==> config.mk <==
export PLATFORM = sky130hd
export DESIGN_NAME = mesh_spike_collector
export DESIGN_NICKNAME = d
export VERILOG_FILES = /design/src/rtl/mesh_spike_collector_pkg.sv /design/src/rtl/mesh_spike_collector_fifo.sv /design/src/rtl/mesh_spike_collector.sv
export SDC_FILE = /design/constraint.sdc
export NUM_CORES = 1
export LEC_CHECK = 0
export BUFFER_PORTS_ARGS = -buffer_cell sky130_fd_sc_hd__buf_2
export CAP_MARGIN = 20
export CORE_ASPECT_RATIO = 0.6
export CORE_UTILIZATION = 58
export CTS_BUF_LIST = sky130_fd_sc_hd__clkbuf_2
export DETAILED_ROUTE_END_ITERATION = 6
export PLACE_DENSITY_LB_ADDON = 0.12
export SETUP_SLACK_MARGIN = 0.15
export SLEW_MARGIN = 40
export SYNTH_ARGS = -nofsm -noshare
export SYNTH_HDL_FRONTEND = slang
export SYNTH_SLANG_ARGS = --single-unit
==> constraint.sdc <==
create_clock -name clk -period 4.23 [get_ports clk]
set_clock_uncertainty 0.05 [all_clocks]
set_input_delay 0 -clock clk [delete_from_list [all_inputs] [get_ports clk]]
set_output_delay 0 -clock clk [all_outputs]
set_load 0.02 [all_outputs]
==> src/rtl/mesh_spike_collector_pkg.sv <==
// Shared types and widths for the mesh spike collector.
// SPIKE_TIMESTAMP_EN widens each buffered entry to {step, packet}.
package mesh_spike_collector_pkg;

  typedef enum logic [1:0] {
    ST_IDLE  = 2'd0,
    ST_RUN   = 2'd1,
    ST_DRAIN = 2'd2,
    ST_DONE  = 2'd3
  } state_e;

  localparam int PACKET_WIDTH_DEF = 32;
  localparam int FIFO_DEPTH_DEF   = 16;
  localparam int FIFO_AW_DEF      = 4;
  localparam int STEP_CNT_W_DEF   = 16;

`ifdef SPIKE_TIMESTAMP_EN
  localparam bit TS_EN = 1'b1;
`else
  localparam bit TS_EN = 1'b0;
`endif

  // The packet occupies bits [pkt_w-1:0]; the step stamp, when present, sits above it.
  function automatic int entry_width(input int pkt_w, input int stamp_w);
    return pkt_w + (TS_EN ? stamp_w : 0);
  endfunction

endpackage

==> src/rtl/mesh_spike_collector_fifo.sv <==
// Synchronous FIFO with registered pop data; the caller guarantees space on write.
module mesh_spike_collector_fifo #(
  parameter int WIDTH = 32,
  parameter int DEPTH = 16,
  parameter int AW    = 4
) (
  input  logic             clk,
  input  logic             reset,
  input  logic             wr_en_i,
  input  logic [WIDTH-1:0] wr_data_i,
  input  logic             rd_en_i,
  output logic [WIDTH-1:0] rd_data_o,
  output logic             rd_valid_o,
  output logic             empty_o,
  output logic [AW:0]      count_o,
  output logic [AW:0]      count_next_o
);

  logic [WIDTH-1:0] mem_q [DEPTH];
  logic [AW-1:0]    wr_ptr_q, rd_ptr_q;
  logic [AW:0]      count_q, count_d;
  logic [WIDTH-1:0] rd_data_q;
  logic             rd_valid_q;
  logic             rd_fire;

  // Empty is a registered view, so a write into an empty FIFO cannot be popped that cycle.
  assign rd_fire = rd_en_i && (count_q != '0);

  always_comb begin
    count_d = count_q;
    case ({wr_en_i, rd_fire})
      2'b10:   count_d = count_q + 1'b1;
      2'b01:   count_d = count_q - 1'b1;
      default: count_d = count_q;
    endcase
  end

  always_ff @(posedge clk) begin
    if (reset) begin
      wr_ptr_q   <= '0;
      rd_ptr_q   <= '0;
      count_q    <= '0;
      rd_data_q  <= '0;
      rd_valid_q <= 1'b0;
    end else begin
      if (wr_en_i) wr_ptr_q <= wr_ptr_q + 1'b1;
      if (rd_fire) begin
        rd_ptr_q  <= rd_ptr_q + 1'b1;
        rd_data_q <= mem_q[rd_ptr_q];
      end
      rd_valid_q <= rd_fire;
      count_q    <= count_d;
    end
  end

  always_ff @(posedge clk) begin
    if (wr_en_i) mem_q[wr_ptr_q] <= wr_data_i;
  end

  assign rd_data_o    = rd_data_q;
  assign rd_valid_o   = rd_valid_q;
  assign empty_o      = (count_q == '0);
  assign count_o      = count_q;
  assign count_next_o = count_d;

endmodule

==> src/rtl/mesh_spike_collector.sv <==
// Router local-port spike collector: buffering, per-step statistics and run tracking.
// SPIKE_TIMESTAMP_EN stores the accepting step alongside each packet.
module mesh_spike_collector
  import mesh_spike_collector_pkg::*;
#(
  parameter int PACKET_WIDTH = PACKET_WIDTH_DEF,
  parameter int FIFO_DEPTH   = FIFO_DEPTH_DEF,
  parameter int FIFO_AW      = FIFO_AW_DEF,
  parameter int FULL_MARGIN  = 1,
  parameter int STEP_NUMBER  = 32,
  parameter int STEP_CNT_W   = STEP_CNT_W_DEF
) (
  input  logic                                               clk,
  input  logic                                               reset,
  input  logic                                               start,
  input  logic                                               step_tick,
  input  logic [PACKET_WIDTH-1:0]                            packet_in,
  input  logic                                               write_en,
  output logic                                               full,
  input  logic                                               rd_en,
  output logic [entry_width(PACKET_WIDTH, STEP_CNT_W)-1:0]   rd_data,
  output logic                                               rd_valid,
  output logic                                               empty,
  output logic [STEP_CNT_W-1:0]                              step_spike_count,
  output logic                                               step_done,
  output logic                                               done,
  output logic                                               overflow,
  output logic                                               result_output
);

  localparam int ENTRY_W = entry_width(PACKET_WIDTH, STEP_CNT_W);
  localparam logic [FIFO_AW:0] DEPTH_C = (FIFO_AW+1)'(FIFO_DEPTH);
  localparam logic [FIFO_AW:0] FULL_C  = (FIFO_AW+1)'(FIFO_DEPTH - FULL_MARGIN);
  localparam logic [STEP_CNT_W-1:0] LAST_STEP = STEP_CNT_W'(STEP_NUMBER - 1);

  state_e                  state_q, state_d;
  logic [STEP_CNT_W-1:0]   step_cnt_q, step_cnt_d;
  logic [STEP_CNT_W-1:0]   acc_q, acc_d, acc_inc;
  logic [STEP_CNT_W-1:0]   spike_cnt_q, spike_cnt_d;
  logic [PACKET_WIDTH-1:0] chk_q, chk_d;
  logic                    step_done_q, step_done_d;
  logic                    full_q, full_d;
  logic                    overflow_q, overflow_d;
  logic                    active, accept, drop;
  logic [FIFO_AW:0]        count, count_next;
  logic [ENTRY_W-1:0]      wr_data;

  assign active  = (state_q == ST_RUN) || (state_q == ST_DRAIN);
  assign accept  = active && write_en && (count < DEPTH_C);
  assign drop    = active && write_en && (count == DEPTH_C);
  assign acc_inc = (acc_q == '1) ? acc_q : acc_q + 1'b1;

`ifdef SPIKE_TIMESTAMP_EN
  assign wr_data = {step_cnt_q, packet_in};
`else
  assign wr_data = packet_in;
`endif

  mesh_spike_collector_fifo #(
    .WIDTH (ENTRY_W),
    .DEPTH (FIFO_DEPTH),
    .AW    (FIFO_AW)
  ) u_fifo (
    .clk          (clk),
    .reset        (reset),
    .wr_en_i      (accept),
    .wr_data_i    (wr_data),
    .rd_en_i      (rd_en),
    .rd_data_o    (rd_data),
    .rd_valid_o   (rd_valid),
    .empty_o      (empty),
    .count_o      (count),
    .count_next_o (count_next)
  );

  always_comb begin
    state_d     = state_q;
    step_cnt_d  = step_cnt_q;
    acc_d       = accept ? acc_inc : acc_q;
    spike_cnt_d = spike_cnt_q;
    chk_d       = accept ? (chk_q ^ packet_in) : chk_q;
    step_done_d = 1'b0;
    overflow_d  = overflow_q | drop;
    full_d      = (count_next >= FULL_C);
    case (state_q)
      ST_IDLE, ST_DONE: begin
        if (start) begin
          state_d    = ST_RUN;
          step_cnt_d = '0;
          acc_d      = '0;
          chk_d      = '0;
        end
      end
      ST_RUN: begin
        if (step_tick) begin
          // A packet accepted alongside the tick belongs to the closing step.
          spike_cnt_d = accept ? acc_inc : acc_q;
          step_done_d = 1'b1;
          acc_d       = '0;
          step_cnt_d  = step_cnt_q + 1'b1;
          if (step_cnt_q == LAST_STEP) state_d = ST_DRAIN;
        end
      end
      ST_DRAIN: begin
        if (empty && !write_en) state_d = ST_DONE;
      end
      default: state_d = ST_IDLE;
    endcase
  end

  always_ff @(posedge clk) begin
    if (reset) begin
      state_q     <= ST_IDLE;
      step_cnt_q  <= '0;
      acc_q       <= '0;
      spike_cnt_q <= '0;
      chk_q       <= '0;
      step_done_q <= 1'b0;
      full_q      <= 1'b0;
      overflow_q  <= 1'b0;
    end else begin
      state_q     <= state_d;
      step_cnt_q  <= step_cnt_d;
      acc_q       <= acc_d;
      spike_cnt_q <= spike_cnt_d;
      chk_q       <= chk_d;
      step_done_q <= step_done_d;
      full_q      <= full_d;
      overflow_q  <= overflow_d;
    end
  end

  assign full             = full_q;
  assign step_spike_count = spike_cnt_q;
  assign step_done        = step_done_q;
  assign done             = (state_q == ST_DONE);
  assign overflow         = overflow_q;
  assign result_output    = ^chk_q;

endmodule
==> results of run 1 <==
worst max-delay path, delay by kind of cell (launching register included):
family | cells | cell delay (ps)
adders and majority gates | 1 | 370
buffers and inverters | 3 | 880
DFF | 1 | 420
and+or+nand+nor | 3 | 1330
cell families (layout without fill, tap and decap cells):
| kind of cell | after synthesis | after routing | synth area share [%] |
|---|---|---|---|
| muxes | 164 | 164 | 14.7 |
| buffers and inverters | 87 | 493 | 1.42 |
| DFF | 643 | 643 | 72.5 |
| and+or+nand+nor | 242 | 242 | 4.51 |
| other | 0 | 1 | 0 |
| adders and majority gates | 15 | 15 | 0.756 |
| AOI/OAI and AO/OA | 94 | 94 | 2.79 |
| xor gates and xnor gates | 95 | 95 | 3.35 |
area by class of cell:
cell class | count | area [um2] | area share [%]
timing repair buffer | 216 | 1620 | 5.69
clock inverter | 40 | 342 | 1.20
tap | 570 | 713 | 2.50
clock buffer | 221 | 1110 | 3.88
inverter | 16 | 60.1 | 0.211
sequential | 643 | 18000 | 63.2
antenna | 1 | 2.50 | 0.00878
multi-input combinational | 610 | 6630 | 23.3
worst paths after layout:
check             cells past startpoint                  from  slack, ps                    to
setup / recovery                      7            state_q[0]        820  u_fifo.mem_q[11][25]
hold / removal                        6             step_tick        200         step_cnt_q[6]
setup reg to reg                      7            state_q[0]        820  u_fifo.mem_q[11][25]
hold reg to reg                       2  step_spike_count[12]        420  step_spike_count[12]
metrics by stage:
step / std cells / power (mW)
final: 2317 / 15.8
after global routing: 2317 / 16.5
after CTS: 2303 / 15.9
after detailed placement: 1964 / 11.6
after global placement: 1964 / 11.6
after floorplan: 1340 / 10.2
where the power goes:
group / switching, mW / internal [mW]
Clock: 2.43 / 1.81
Sequential: 0.254 / 7.20
Combinational: 2.42 / 1.70
registers in the layout, indices dropped and copies added, names as in the netlist:
register           count
full                   1
u_fifo.wr_ptr_q        4
u_fifo.mem_q         512
state_q                2
step_done              1
u_fifo.rd_data_o      32
step_spike_count      16
u_fifo.rd_ptr_q        4
u_fifo.rd_valid_o      1
acc_q                 16
step_cnt_q            16
u_fifo.count_o         5
chk_q                 32
overflow               1
repair_timing:
| action | in CTS | in global routing |
|---|---|---|
| hold buffers | 78 | 12 |
| setup buffers | 0 | 0 |
| endpoints found under the hold margin | 643 | 188 |
metal layers:
metal	GRT usage, %	wire length [um]	vias up	share of wire, %
met5	0	0	-	0
met1	48.3	28000	7134	46
li1	-	-	5956	-
met4	6.87	819	0	1.3
met3	12.5	8640	79	14
met2	35.7	23900	748	39
placed cells by master (no fill, tap or decap), types with 5 or more instances in the layout:
cell type,netlist,final
a211oi_1,13,13
a21oi_1,11,11
a22o_1,32,32
buf_2,15,104
buf_4,0,30
bufinv_16,0,7
clkbuf_2,0,221
clkinv_1,0,26
dfxtp_1,131,127
dlygate4sd3_1,0,77
edfxtp_1,512,512
ha_1,15,15
inv_1,15,15
mux4_2,160,160
nand2_1,58,58
nand2b_1,8,8
nand3_1,14,14
nand4_1,13,13
nor2_1,108,95
nor2_4,0,13
nor3_1,9,5
o21ai_0,16,16
xnor2_1,33,32
xor2_1,62,62
==> impl_metrics.py, run 1 <==
metrics = {
    "die": {
        "die_x_um": 269,
        "die_h_um": 162,
        "placementRows": 58,
        "io_pins": 93,
        "start_util_pct": 59.1,
        "dieArea_um2": 43700,
        "core_um2": 42000,
    },
    "placement": {
        "dp_hpwl_um": 37100,
        "pre_cts_ws_ps": 794,
        "io_buffer_count": 92,
        "finalWeightedCongestion": 0.817,
        "placed_area_um2": 26200,
    },
    "clock_tree": {
        "cts-root-buf": "clkbuf_2",
        "cts.htree.levels": 4,
        "cts_made_buffers": 142,
        "ctsResizeCount": 0,
        "clock_path_buffers": 3,
        "clock_latency_ps": 1090,
        "path_clk_slew_ps": 110,
        "cts_tree": "built",
        "clock-sinks": 643,
    },
    "worst_setup_path": {
        "worstPathArrival_ps": 4130,
        "crit_path_cell_trace": "inv_1 > ha_1 > nor3b_4 > buf_4 > nand2_1 > nor2_4 > buf_4",
        "startpoint_type": "register",
        "critical_path_class": "reg2reg",
        "cp_slowest_cell": "nor2_4",
        "cpPeakStageDelay_ps": 690,
        "crit_required_ps": 4940,
        "path_max_fanout": 41,
        "path_common_cell": "buf_4",
        "worstSetupEndpointType": "register",
    },
    "global_route": {
        "grt_antenna_before_repair": 4,
        "gr-total-overflow": 0,
        "grt_pass1_vias": 13600,
        "grt_max_degree": 93,
        "grt_usage_pct": 29.4,
        "grt_pass1_wl_um": 89600,
    },
    "finish": {
        "fin_util_pct": 67.8,
        "final_area_um2": 28500,
        "final_nets": 1682,
        "syn2layout_area_growth_pct": 14.8,
        "drive_gt1_share_pct": 32.5,
        "nFillCells": 2790,
    },
    "sta": {
        "fin_crit_sh_pct": 80.7,
        "rsz0062_at_grt": "no",
        "finalWorstSetupSlack_ps": 816,
        "slew_headroom_pct": 40.8,
        "fmax_ghz": 0.293,
        "holdWs_ps": 201,
        "slew_violations": 0,
        "setup_viol": 0,
        "period_needed_ps": 3410,
        "worst_pin_slew_ps": 884,
        "hold_viol": 0,
        "fin_tns_setup_ps": 0,
    },
    "yosys": {
        "synth_area_leaders": "edfxtp_1 62%, mux4_2 15%, dfxtp_1 11%, xor2_1 2.2%, nor2_1 1.6%",
        "synth_cell_types": 53,
        "postSynthAreaPerCell_um2": 18.5,
        "ys.flop_type": "edfxtp_1",
        "syn_area_um2": 24800,
        "synth_edf_count": 512,
        "yosys_register_bits": 643,
        "synth_seq_area_share_pct": 72.5,
        "ys_warn_count": 0,
        "synth_cells": 1340,
        "yosys.area.top_type": "edfxtp_1",
        "synth_top_area_share_pct": 61.9,
        "yosys-top-cells-count": "512 x edfxtp_1, 160 x mux4_2, 131 x dfxtp_1",
        "yosysMostFrequentCell": "edfxtp_1",
        "syn_nets": 1393,
        "ys_async_sr_fraction_pct": 0,
    },
    "route": {
        "wirelength_um": 61300,
        "drtPass1Iterations": 5,
        "wl_per_cell_um": 26.5,
        "routed_via_density": 6.01,
        "dr.first_iter.drc_count": 1734,
        "drc": 0,
        "final_antenna_net_count": 0,
        "vias": 13900,
    },
    "power": {
        "vdd_drop_max_mv": 0.336,
        "power.density_nw_per_um2": 555,
        "leakagePower_nw": 9.60,
    },
    "hold_path": {
        "hp-class": "in2reg",
    },
    "outcome": {
        "status": "finished clean",
    },
    "flow_run": {
        "drv_cap": 0,
    },
}
Power figures use the tool's default switching activity.
==> run 2: changes to the inputs <==
--- a/config.mk
+++ b/config.mk
@@ -5,6 +5,7 @@
 export SDC_FILE = /design/constraint.sdc
 export NUM_CORES = 1
 export LEC_CHECK = 0
+export ABC_AREA = 1
 export BUFFER_PORTS_ARGS = -buffer_cell sky130_fd_sc_hd__buf_2
 export CAP_MARGIN = 20
 export CORE_ASPECT_RATIO = 0.6
==> constraint.sdc (replaced) <==
create_clock -name clk -period 3.1 [get_ports clk]
set_clock_uncertainty 0.05 [all_clocks]
set_input_delay 0 -clock clk [delete_from_list [all_inputs] [get_ports clk]]
set_output_delay 0 -clock clk [all_outputs]
set_load 0.02 [all_outputs]
==> run 2 against run 1 <==
Effect of this change:
- the flow now finishes with violations (DRC)
- synthesized cell count up 90%
- critical path type unchanged
- largest cell class unchanged
- synthesized area up 8.0%
- clock-buffer cell count is 5 higher
- via count grew 45%
- final cell count is 52% higher
- total power rose by 52%
- worst setup slack worse by 450 ps
- design area increased by 6.6%
- hold slack got worse by 25 ps
- sequential share of layout area fell by 3.9 points
==> impl_metrics.py, run 2 <==
metrics = {
    "die": {
        "placementRows": 60,
        "dieArea_um2": 47100,
        "core_um2": 45200,
        "die_x_um": 280,
        "die_h_um": 169,
        "start_util_pct": 59.3,
        "io_pins": 93,
    },
    "sta": {
        "period_needed_ps": 2740,
        "fin_tns_setup_ps": 0,
        "slew_headroom_pct": 37.6,
        "fmax_ghz": 0.365,
        "worst_pin_slew_ps": 936,
        "hold_viol": 0,
        "slew_violations": 0,
        "fin_crit_sh_pct": 88.3,
        "rsz0062_at_grt": "no",
        "setup_viol": 0,
    },
    "route": {
        "drtPass1Iterations": 7,
        "wirelength_um": 71700,
        "dr.first_iter.drc_count": 2650,
        "drc": 2,
        "final_antenna_net_count": 0,
        "vias": 20200,
        "routed_via_density": 5.72,
        "wl_per_cell_um": 20.3,
    },
    "worst_setup_path": {
        "critical_path_class": "reg2reg",
        "crit_required_ps": 3760,
        "path_max_fanout": 23,
        "startpoint_type": "register",
        "worstSetupEndpointType": "register",
        "worstPathArrival_ps": 3400,
    },
    "yosys": {
        "synth_cell_types": 38,
        "synth_seq_area_share_pct": 67.1,
        "syn_area_um2": 26800,
        "yosysMostFrequentCell": "nor2_1",
        "yosys_register_bits": 643,
        "synth_edf_count": 512,
        "synth_cells": 2549,
        "yosys.area.top_type": "edfxtp_1",
        "yosys-top-cells-count": "589 x nor2_1, 512 x edfxtp_1, 289 x nand2_1",
        "ys_warn_count": 0,
        "synth_top_area_share_pct": 57.4,
        "postSynthAreaPerCell_um2": 10.5,
        "synth_area_leaders": "edfxtp_1 57%, dfxtp_1 9.8%, nor2_1 8.2%, o21ai_0 4.7%, nand2_1 4.0%",
        "ys_async_sr_fraction_pct": 0,
        "ys.flop_type": "edfxtp_1",
        "syn_nets": 2602,
    },
    "outcome": {
        "status": "finished with violations",
        "violations": "DRC",
    },
    "placement": {
        "placed_area_um2": 28100,
        "dp_hpwl_um": 41000,
        "io_buffer_count": 92,
        "finalWeightedCongestion": 0.847,
    },
    "finish": {
        "drive_gt1_share_pct": 15.2,
        "mostFrequentLayoutCells": "573 x nor2_1, 512 x edfxtp_1, 288 x nand2_1",
        "fin_util_pct": 67.2,
        "nFillCells": 3577,
        "syn2layout_area_growth_pct": 13.3,
        "layout_commonest_cell": "nor2_1",
        "top_register": "u_fifo.mem_q",
        "largest_register_ffs": 512,
        "final_area_um2": 30400,
        "final_nets": 2844,
    },
    "clock_tree": {
        "cts-root-buf": "clkbuf_2",
        "cts_tree": "built",
        "path_clk_slew_ps": 120,
        "clock-sinks": 643,
        "cts_made_buffers": 145,
        "cts.htree.levels": 4,
        "clock_latency_ps": 1120,
        "clock_path_buffers": 3,
    },
    "global_route": {
        "gr-total-overflow": 0,
        "grt_usage_pct": 30.8,
        "grt_antenna_before_repair": 3,
        "grt_max_degree": 176,
        "grt_pass1_vias": 19300,
        "grt_pass1_wl_um": 110000,
    },
    "power": {
        "switching_share_pct": 38.2,
        "intPower_mw": 14.8,
        "finalPower_mw": 24.0,
        "p_switching_mw": 9.14,
        "power.density_nw_per_um2": 789,
        "pwr-share-comb_pct": 33.0,
        "clkPwrFrac_pct": 23.6,
        "vdd_drop_max_mv": 0.605,
        "power_frac_seq_pct": 43.4,
        "leakagePower_nw": 11.5,
    },
    "hold_path": {
        "hp-class": "in2reg",
    },
    "flow_run": {
        "drv_cap": 0,
    },
}
[run 2: changes by cell type in the layout (fill, tap and decap cells not counted), moves of 34 or more]
cell / delta
nor2_1: +478
a21oi_1: +43
o21ai_1: +34
o211ai_1: +92
inv_1: +117
mux4_2: -160
o21ai_0: +235
nand3_1: +154
nand2_1: +230
[run 2: layer usage]
| metal | vias to the layer above | GRT usage, % | wire length, um |
|---|---|---|---|
| li1 | 9349 | - | - |
| met5 | - | 0 | 13 |
| met3 | 117 | 7.43 | 8210 |
| met4 | 2 | 8.89 | 1300 |
| met1 | 9583 | 47.2 | 31800 |
| met2 | 1133 | 43.7 | 30400 |
[run 2: area by class of cell]
| cell class | instances | area [um2] | share of cell area, % |
|---|---|---|---|
| Antenna cell | 1 | 2.50 | 0.00824 |
| Clock buffer | 226 | 1130 | 3.72 |
| Clock inverter | 36 | 277 | 0.911 |
| Inverter | 142 | 546 | 1.80 |
| Multi-Input combinational cell | 1623 | 7770 | 25.6 |
| Sequential cell | 643 | 18000 | 59.3 |
| Tap cell | 620 | 776 | 2.55 |
| Timing Repair Buffer | 236 | 1860 | 6.13 |
[run 2: metrics by stage]
stage | std cells | hold slack (ps) | setup slack (ps)
finish | 3527 | 176 | 362
global route | 3527 | 98.5 | 172
CTS | 3520 | 198 | 312
detailed placement | 3177 | 245 | 400
global placement | 3177 | 241 | 525
floorplan | 2549 | 48.9 | -259
[run 2: critical path, cell delays in order, from the launching register on]
cell     delay (ps)
dfxtp_1         430
inv_1           100
ha_1            330
nor2_1          160
nand2_1         100
buf_4           220
inv_2           130
nand2_1         230
nor2_4          160
buf_4           420
[run 2: cells by family after synthesis]
kind of cell | synth area share, %
flops | 67.1
compound gates | 9.18
xor+xnor | 1.57
fa+ha+maj | 0.700
simple gates | 17.1
buf+inv | 4.35
[run 2: worst paths after layout]
path / from / to / slack, ps / depth (start not counted)
worst min-delay path: step_tick / step_spike_count[10] / 180 / 5
worst max-delay path: state_q[0] / u_fifo.mem_q[12][29] / 360 / 9
worst max register to register: state_q[0] / u_fifo.mem_q[12][29] / 360 / 9
worst min register to register: step_cnt_q[3] / step_cnt_q[4] / 440 / 2
[run 2: timing repair]
item,in CTS,in global routing
hold buffers,81,5
setup endpoints to repair,0,2
resized for setup,0,1
buffers inserted,0,1
endpoints found under the hold margin,686,77
[run 2: power groups by stage]
stage | Clock, mW | Combinational [mW] | Sequential (mW)
floorplan | 0 | 5.15 | 10.8
global placement | 0 | 7.54 | 10.5
detailed placement | 0 | 7.70 | 10.6
CTS | 5.77 | 7.84 | 10.4
global route | 6.15 | 8.80 | 10.5
finish | 5.66 | 7.90 | 10.4
==> run 3: changes to the inputs <==
--- a/config.mk
+++ b/config.mk
@@ -12,6 +12,7 @@
 export CORE_UTILIZATION = 58
 export CTS_BUF_LIST = sky130_fd_sc_hd__clkbuf_2
 export DETAILED_ROUTE_END_ITERATION = 6
+export MAX_ROUTING_LAYER = met4
 export PLACE_DENSITY_LB_ADDON = 0.12
 export SETUP_SLACK_MARGIN = 0.15
 export SLEW_MARGIN = 40
==> run 3 against run 2 <==
Effect of this change:
- the run still ends with DRC left
- worst setup slack lost 59 ps
- highest routed layer is now met4
- sequential power barely moved
- largest cell class unchanged
- wire length down 0.73%
- flip-flop and latch count stayed put
==> impl_metrics.py, run 3 (synthesis gave the netlist of run 2 again) <==
metrics = {
    "worst_setup_path": {
        "critPathTopFamily": "simple AND/OR/NAND/NOR gates",
        "crit_buf_inv": 4,
        "crit_required_ps": 3810,
        "r2r_cells": 9,
        "crit_path_cell_trace": "inv_1 > ha_1 > nor2_1 > nand2_1 > buf_4 > inv_2 > nand2_1 > nor2_4 > buf_12",
        "r2r_slack_ps": 300,
        "timing.rr.end": "u_fifo.mem_q[2][0]",
        "cpPeakStageDelay_ps": 420,
        "path_max_fanout": 22,
        "worstSetupEndpointType": "register",
        "startpoint_type": "register",
        "worstPathArrival_ps": 3510,
        "critical_path_class": "reg2reg",
        "path_common_cell": "nand2_1",
        "cp_slowest_cell": "dfxtp_1",
        "r2r-start": "state_q[0]",
    },
    "sta": {
        "worst_pin_slew_ps": 908,
        "period_needed_ps": 2800,
        "slew_headroom_pct": 39.3,
        "finalWorstSetupSlack_ps": 302,
        "setup_viol": 0,
        "slew_violations": 0,
        "hold_viol": 0,
        "fin_crit_sh_pct": 90.2,
        "rsz0062_at_grt": "no",
        "fmax_ghz": 0.357,
        "fin_tns_setup_ps": 0,
    },
    "hold_path": {
        "hp-start": "step_tick",
        "hp-class": "in2reg",
        "hold_depth": 5,
        "min_to": "step_spike_count[3]",
    },
    "route": {
        "drc": 1,
        "routed_via_density": 5.64,
        "dr.first_iter.drc_count": 2569,
        "wirelength_um": 71200,
        "vias": 19900,
        "wl_per_cell_um": 20.2,
        "drtPass1Iterations": 7,
        "final_antenna_net_count": 0,
    },
    "finish": {
        "largest_register_ffs": 512,
        "mostFrequentLayoutCells": "573 x nor2_1, 512 x edfxtp_1, 289 x nand2_1",
        "layout_commonest_cell": "nor2_1",
        "fin_util_pct": 67.3,
        "drive_gt1_share_pct": 15.5,
        "final_nets": 2841,
        "syn2layout_area_growth_pct": 13.4,
        "top_register": "u_fifo.mem_q",
    },
    "clock_tree": {
        "path_clk_slew_ps": 110,
        "clock-sinks": 643,
        "post_cts_buffers": 0,
        "clock_latency_ps": 1120,
        "cts_tree": "built",
        "cts.htree.levels": 4,
        "cts_made_buffers": 144,
        "clock_path_buffers": 3,
        "cts-root-buf": "clkbuf_2",
    },
    "outcome": {
        "violations": "DRC",
        "status": "finished with violations",
    },
    "power": {
        "power.density_nw_per_um2": 792,
        "leakagePower_nw": 11.5,
        "vdd_drop_max_mv": 0.623,
    },
    "global_route": {
        "grt_max_degree": 173,
        "gr-total-overflow": 0,
        "grt_antenna_before_repair": 2,
        "grt_usage_pct": 31.5,
        "grt_pass1_vias": 18800,
        "grt_pass1_wl_um": 109000,
    },
    "die": {
        "placementRows": 60,
        "start_util_pct": 59.3,
        "core_um2": 45200,
        "die_x_um": 280,
        "io_pins": 93,
        "dieArea_um2": 47100,
        "die_h_um": 169,
    },
    "flow_run": {
        "drv_cap": 0,
    },
    "placement": {
        "io_buffer_count": 92,
        "pre_cts_ws_ps": 326,
        "dp_hpwl_um": 40300,
        "finalWeightedCongestion": 0.815,
    },
}
[run 3: cell types whose count changed in the layout (fill, tap and decap cells not counted), moves of 2 or more]
cell,before,now
clkinv_2,1,3
clkinv_4,1,4
clkinv_1,27,15
buf_4,44,41
buf_12,11,9
clkbuf_2,226,232
[run 3: how the worst max path moves through the flow]
| stage | start | to | slack (ps) | depth (start not counted) |
|---|---|---|---|---|
| global placement | state_q[0] | step_spike_count[1] | 390 | 12 |
| global route | state_q[0] | u_fifo.mem_q[2][28] | 160 | 9 |
| detailed placement | state_q[0] | step_spike_count[1] | 330 | 12 |
| finish | state_q[0] | u_fifo.mem_q[2][0] | 300 | 9 |
| CTS | state_q[0] | u_fifo.mem_q[2][14] | 300 | 9 |
| floorplan | state_q[0] | u_fifo.mem_q[0][0] | -260 | 8 |
[run 3: area by class of cell]
| class | count | area [um2] |
|---|---|---|
| timing repair buffer | 234 | 1820 |
| clock inverter | 31 | 305 |
| antenna | 2 | 5.00 |
| fill | 3529 | 14800 |
| sequential | 643 | 18000 |
| inverter | 142 | 546 |
| multi-input combinational | 1623 | 7770 |
| clock buffer | 232 | 1160 |
| tap | 620 | 776 |
[run 3: where the power goes]
group / internal [mW] / switching (mW)
clock: 2.47 / 3.38
sequential: 9.99 / 0.418
combinational: 2.45 / 5.36
[run 3: repair_timing]
item / 4_1_cts / 5_1_grt
hold buffers: 81 / 7
setup endpoints to repair: 0 / 2
endpoints found under the hold margin: 643 / 109
resized for setup: 0 / 2
[run 3: through the flow]
| step | hold slack (ps) | cell area, um2 | std cells | power (mW) |
|---|---|---|---|---|
| 2_1_floorplan | 48.9 | 26800 | 2549 | 16.0 |
| 3_3_place_gp | 231 | 28100 | 3174 | 18.0 |
| 3_5_place_dp | 258 | 28100 | 3174 | 18.2 |
| 4_1_cts | 187 | 30400 | 3518 | 24.1 |
| 5_1_grt | 43.3 | 30400 | 3526 | 25.5 |
| 6_report | 141 | 30400 | 3527 | 24.1 |
[run 3: tightest hold or removal path: stages]
cell	delay (ps)
dlygate4sd3_1	530
buf_2	130
nand2_1	150
inv_2	240
a21oi_1	190
[run 3: per-layer routing]
layer | share of wire, % | global-route usage [%]
met1 | 45 | 46.6
met5 | 0 | -
met2 | 43 | 44.6
met4 | 1.5 | 7.67
met3 | 11 | 6.54
